### src/rtl/alu_seq.sv
// alu_seq: registered ALU with valid/ready handshake and persistent NZCV flags.
// Single-cycle arithmetic/logic/shift ops complete at the accept edge; MUL runs an
// iterative shift-add over WIDTH cycles, during which in_ready is low.
// Ports:
//   clk, rst            clock, synchronous active-high reset
//   in_valid, in_ready  op handshake (accept = in_valid & in_ready at rising edge)
//   op, a, b, set_flags opcode, operands, flag-update request (sampled at accept)
//   result, out_valid   registered result, one-cycle completion pulse
//   flags               registered {N,Z,C,V}
module alu_seq #(
    parameter int unsigned WIDTH = 32,
    parameter int unsigned SHW   = $clog2(WIDTH)
) (
    input  logic             clk,
    input  logic             rst,
    input  logic             in_valid,
    output logic             in_ready,
    input  logic [3:0]       op,
    input  logic [WIDTH-1:0] a,
    input  logic [WIDTH-1:0] b,
    input  logic             set_flags,
    output logic [WIDTH-1:0] result,
    output logic             out_valid,
    output logic [3:0]       flags
);

    localparam logic [3:0] OpAdd = 4'd0;
    localparam logic [3:0] OpSub = 4'd1;
    localparam logic [3:0] OpRsb = 4'd2;
    localparam logic [3:0] OpAnd = 4'd3;
    localparam logic [3:0] OpOrr = 4'd4;
    localparam logic [3:0] OpEor = 4'd5;
    localparam logic [3:0] OpMov = 4'd6;
    localparam logic [3:0] OpMvn = 4'd7;
    localparam logic [3:0] OpCmp = 4'd8;
    localparam logic [3:0] OpTst = 4'd9;
    localparam logic [3:0] OpLsl = 4'd10;
    localparam logic [3:0] OpLsr = 4'd11;
    localparam logic [3:0] OpAsr = 4'd12;
    localparam logic [3:0] OpMul = 4'd13;

    typedef enum logic {StIdle, StMul} state_e;

    state_e           state_q, state_d;
    logic [SHW-1:0]   cnt_q, cnt_d;
    logic [WIDTH-1:0] acc_q, acc_d;
    logic [WIDTH-1:0] mcand_q, mcand_d;
    logic [WIDTH-1:0] mplier_q, mplier_d;
    logic             mul_sf_q, mul_sf_d;
    logic [WIDTH-1:0] result_q, result_d;
    logic             out_valid_q, out_valid_d;
    logic [3:0]       flags_q, flags_d;

    logic [WIDTH-1:0] add_x, add_y;
    logic             add_cin;
    logic [WIDTH:0]   add_sum;
    logic [SHW-1:0]   shamt;
    logic [WIDTH:0]   shl, shr, sar;
    logic [WIDTH-1:0] alu_res;
    logic             alu_c, alu_v, alu_upd;
    logic [WIDTH-1:0] acc_step;
    logic             accept;

    assign in_ready = (state_q != StMul) & ~rst;
    assign accept   = in_valid & in_ready;
    assign shamt    = b[SHW-1:0];

    // One shared adder; SUB/CMP/RSB feed the inverted operand with carry-in set.
    always_comb begin
        add_x   = a;
        add_y   = b;
        add_cin = 1'b0;
        case (op)
            OpSub, OpCmp: begin
                add_y   = ~b;
                add_cin = 1'b1;
            end
            OpRsb: begin
                add_x   = b;
                add_y   = ~a;
                add_cin = 1'b1;
            end
            default: ;
        endcase
    end

    assign add_sum = {1'b0, add_x} + {1'b0, add_y} + {{WIDTH{1'b0}}, add_cin};

    // Shifts carry one extra bit so the last bit shifted out lands in a fixed position.
    assign shl = {1'b0, a} << shamt;
    assign shr = {a, 1'b0} >> shamt;
    assign sar = $signed({a, 1'b0}) >>> shamt;

    always_comb begin
        alu_res = '0;
        alu_c   = flags_q[1];
        alu_v   = flags_q[0];
        alu_upd = set_flags;
        case (op)
            OpAdd, OpSub, OpRsb, OpCmp: begin
                alu_res = add_sum[WIDTH-1:0];
                alu_c   = add_sum[WIDTH];
                alu_v   = (add_x[WIDTH-1] == add_y[WIDTH-1]) &&
                          (add_sum[WIDTH-1] != add_x[WIDTH-1]);
            end
            OpAnd, OpTst: alu_res = a & b;
            OpOrr:        alu_res = a | b;
            OpEor:        alu_res = a ^ b;
            OpMov:        alu_res = b;
            OpMvn:        alu_res = ~b;
            OpLsl: begin
                alu_res = shl[WIDTH-1:0];
                if (shamt != '0) alu_c = shl[WIDTH];
            end
            OpLsr: begin
                alu_res = shr[WIDTH:1];
                if (shamt != '0) alu_c = shr[0];
            end
            OpAsr: begin
                alu_res = sar[WIDTH:1];
                if (shamt != '0) alu_c = sar[0];
            end
            default: alu_upd = 1'b0;  // reserved opcodes; MUL completes elsewhere
        endcase
        if (op == OpCmp || op == OpTst) alu_upd = 1'b1;
    end

    assign acc_step = mplier_q[0] ? (acc_q + mcand_q) : acc_q;

    always_comb begin
        state_d     = state_q;
        cnt_d       = cnt_q;
        acc_d       = acc_q;
        mcand_d     = mcand_q;
        mplier_d    = mplier_q;
        mul_sf_d    = mul_sf_q;
        result_d    = result_q;
        out_valid_d = 1'b0;
        flags_d     = flags_q;
        case (state_q)
            StIdle: begin
                if (accept) begin
                    if (op == OpMul) begin
                        state_d  = StMul;
                        cnt_d    = SHW'(WIDTH - 1);
                        acc_d    = '0;
                        mcand_d  = a;
                        mplier_d = b;
                        mul_sf_d = set_flags;
                    end else begin
                        result_d    = alu_res;
                        out_valid_d = 1'b1;
                        if (alu_upd) flags_d = {alu_res[WIDTH-1], alu_res == '0, alu_c, alu_v};
                    end
                end
            end
            StMul: begin
                acc_d    = acc_step;
                mcand_d  = mcand_q << 1;
                mplier_d = mplier_q >> 1;
                cnt_d    = cnt_q - SHW'(1);
                if (cnt_q == '0) begin
                    state_d     = StIdle;
                    cnt_d       = '0;
                    result_d    = acc_step;
                    out_valid_d = 1'b1;
                    // MUL leaves C and V untouched
                    if (mul_sf_q) flags_d[3:2] = {acc_step[WIDTH-1], acc_step == '0};
                end
            end
            default: state_d = StIdle;
        endcase
    end

    always_ff @(posedge clk) begin
        if (rst) begin
            state_q     <= StIdle;
            cnt_q       <= '0;
            acc_q       <= '0;
            mcand_q     <= '0;
            mplier_q    <= '0;
            mul_sf_q    <= 1'b0;
            result_q    <= '0;
            out_valid_q <= 1'b0;
            flags_q     <= 4'b0000;
        end else begin
            state_q     <= state_d;
            cnt_q       <= cnt_d;
            acc_q       <= acc_d;
            mcand_q     <= mcand_d;
            mplier_q    <= mplier_d;
            mul_sf_q    <= mul_sf_d;
            result_q    <= result_d;
            out_valid_q <= out_valid_d;
            flags_q     <= flags_d;
        end
    end

    assign result    = result_q;
    assign out_valid = out_valid_q;
    assign flags     = flags_q;

endmodule

### config.mk
export PLATFORM = sky130hd
export DESIGN_NAME = alu_seq
export DESIGN_NICKNAME = d
export VERILOG_FILES = /design/src/rtl/alu_seq.sv
export SDC_FILE = /design/constraint.sdc
export NUM_CORES = 1
export LEC_CHECK = 0
export ABC_AREA = 1
export BUFFER_PORTS_ARGS = -buffer_cell sky130_fd_sc_hd__buf_2
export CORE_MARGIN = 3
export CORE_UTILIZATION = 50
export CTS_CLUSTER_DIAMETER = 120
export CTS_CLUSTER_SIZE = 20
export DETAILED_ROUTE_END_ITERATION = 12
export PLACE_DENSITY = 0.68
export SKIP_CTS_REPAIR_TIMING = 1
export SLEW_MARGIN = 20
export SYNTH_ARGS = -nofsm -noshare
export SYNTH_HDL_FRONTEND = slang
export SYNTH_SLANG_ARGS = --single-unit
### constraint.sdc
create_clock -name clk -period 5.65 [get_ports clk]
set_input_delay 0.8475 -clock clk [delete_from_list [all_inputs] [get_ports clk]]
set_output_delay 0.8475 -clock clk [all_outputs]
set_load 0.02 [all_outputs]
==> impl_metrics.tcl <==
set metrics [dict create \
    antenna_found_initial 2 \
    clock_path_buffers 2 \
    start_util_pct 50.99 \
    fin_skew_ns 0.01776 \
    placed_area_um2 17930 \
    cts_buffers 17 \
    fp.dieH_um 191.4 \
    status "finished clean" \
    ys_ff_latch 140 \
    globalRouteOverflowTotal 0 \
    worst_pin_slew_ns 1.184 \
    gp_congestion 1.123 \
    r2r-end "flags[2]" \
    crit_required_ns 6.06 \
    grt_pass1_wl_um 122400 \
    cp-start-kind "input port" \
    wl_per_cell_um 23.18 \
    hold_class "reg -> reg" \
    timing.final.crit_share_pct 84.17 \
    synth_seq_area_share_pct 16.31 \
    period_minus_slack_ns 4.756 \
    rows 67 \
    syn_inst 3107 \
    fmax_mhz 210.3 \
    r2r_setup_slack_ns 1.97 \
    layout-drive-gt1-share_pct 6.803 \
    chipWidth_um 191.4 \
    final_area_um2 18550 \
    grt_max_degree 96 \
    reg2reg_depth 17 \
    core_um2 33700 \
    clk_pin_slew_ns 0.08 \
    syn_nets 3310 \
    synth_warnings 0 \
    whs_endpoint "mplier_q[31]" \
    drv_cap 0 \
    setup-tns-final_ns 0 \
    async_reset_ff_share_pct 0 \
    drt-initial-drc-count 2975 \
    whs_ns 0.4690 \
    detail-route-antenna-nets 0 \
    max-vdd-ir-drop_uv 231.0 \
    nets 3321 \
    p_leak_nw 9.074 \
    rsz0062_at_grt "false" \
    ctsHtreeMaxLevel 4 \
    num-fill-cells 3567 \
    syn_area_per_cell_um2 5.530 \
    track_usage_pct 44.08 \
    reg2reg_from "mplier_q[0]" \
    cp_max_fo 14 \
    tritoncts "done" \
    synth_edf_count 0 \
    finalHoldViolations 0 \
    portBuffers 109 \
    vias_per_cell 6.262 \
    num_vias 22420 \
    cts.sinks 140 \
    dieArea_um2 36630 \
    crit_arrival_ns 5.16 \
    worstSetupEndpointType "flip-flop" \
    finalWirelength_um 83020 \
    synth_area_um2 17180 \
    slew_viol_final 0 \
    cts_root_buffer "clkbuf_16" \
    powerDensity_nw_per_um2 189.2 \
    dr.pass1.iters 6 \
    instances_no_fill 3581 \
    drc 0 \
    grt_pass1_vias 20160 \
    whs_path_depth 2 \
    syn_to_final_growth_pct 7.937 \
    hold_path.startpoint "mplier_q[31]" \
    yosys_most_used_dff "dfxtp_1" \
    synth_cell_types 47 \
    finalSetupViolCount 0 \
    clk-insertion-delay-late_ns 0.46 \
    pin_count 110 \
    worstSetupPathType "in -> reg" \
    hpwl_um 64200 \
    dp.cells 3547 \
    max_slew_margin_pct 20.96 \
]
cells in the mapped netlist, types with 21 or more instances:
master	instances	area (um2)
nor3_1	24	120.1
a21oi_1	184	920.9
o211ai_1	31	232.7
clkbuf_1	78	292.8
ha_1	128	1602
buf_1	21	78.83
a31oi_1	44	275.3
or2_2	24	150.1
nand4_1	36	225.2
nor2_1	218	818.3
nand2_1	1065	3998
nand3_1	428	2142
buf_2	44	220.2
a22oi_1	72	540.5
o21ai_0	183	915.9
inv_1	289	1085
dfxtp_1	140	2803
metrics by stage:
step	worst slack, ns	power [W]	util (%)
after global placement	0.5147	0.002288	53.22
after global routing	0.5982	0.003650	55.03
after CTS	1.075	0.003447	55.02
final	0.8943	0.003510	55.03
after detailed placement	0.6125	0.002293	53.22
after floorplan	1.490	0.001837	-
metal layers:
metal	global-route usage (%)	share of wire [%]	vias to the layer above
met1	57.08	39	10190
met5	0	0.016	-
li1	-	-	10420
met4	29.10	7.9	2
met3	9.279	11	304
met2	65.84	42	1511
report_power, final:
part	total, W	switching [W]	internal [W]	leakage [nW]
sequential	0.00103	0.0000202	0.00101	1.14
combinational	0.00131	0.000953	0.000352	7.64
clock	0.00117	0.000571	0.000603	0.297
final cells by class:
class	instances	area, um2	area share (%)
clock inverter	15	181.4	0.9782
antenna	2	5.005	0.02699
inverter	291	1092	5.890
tap	448	560.5	3.022
multi-input combinational	2527	12680	68.35
clock buffer	17	425.4	2.294
timing repair buffer	141	798.3	4.304
sequential	140	2806	15.13
cells by family (layout without fill, tap and decap cells):
| family | Yosys count | in the layout | share of synthesized area [%] |
|---|---|---|---|
| simple gates | 1828 | 1828 | 44.67 |
| buf+inv | 440 | 464 | 10.09 |
| flops | 140 | 140 | 16.31 |
| xor+xnor | 6 | 6 | 0.3058 |
| compound gates | 562 | 562 | 18.95 |
| other cells | 0 | 2 | 0 |
| fa+ha+maj | 131 | 131 | 9.670 |
registers in the layout, indices dropped and copies added (netlist names):
name	flops
acc_q	32
cnt_q	5
flags	4
mcand_q	32
mplier_q	32
mul_sf_q	1
out_valid	1
result	32
state_q	1
cells in the final DEF (no fill, tap or decap), types with 6 or more instances in the layout:
cell       count
o221ai_1       6
nand3_1      428
o22ai_1        7
or2_2         24
ha_1         128
o21ai_0      183
a21oi_1      184
o211ai_1      31
o21bai_1      11
nand3b_1       9
nand2_1     1065
nand4_1       36
buf_4         31
and2_1        11
nor3_1        24
a31oi_1       44
clkbuf_16     17
nor2_2         6
nor2_1       215
inv_1        288
a22oi_1       72
buf_2        109
dfxtp_1      139
worst max-delay path, stage by stage:
cell     delay (ns)
buf_2          0.13
nor2_1         0.18
inv_1          0.15
o21ai_2        0.17
nor2_1         0.09
inv_1          0.40
buf_4          0.30
o21ai_0        0.15
ha_1           0.43
nand2_1        0.11
inv_1          0.08
nand2_1        0.15
nor3_1         0.43
nand3_1        0.25
nand3_1        0.18
nand2_1        0.09
nand3_1        0.11
nand3_1        0.21
nor2_1         0.15
nand3_1        0.09
nor2_1         0.12
nand3_1        0.11
nand3_1        0.09
nand2_1        0.06
inv_1          0.05
worst max-delay path by stage:
stage                     slack (ns)   from  cells after the start  endpoint
after global placement          0.51  op[2]                     27  flags[2]
after global routing            0.60  op[2]                     27  flags[2]
after detailed placement        0.61  op[2]                     27  flags[2]
final                           0.89  op[2]                     25  flags[2]
after floorplan                 1.49  op[2]                     28  flags[2]
after CTS                       1.07  op[2]                     27  flags[2]
No activity file was read; power rests on OpenSTA's default activity.
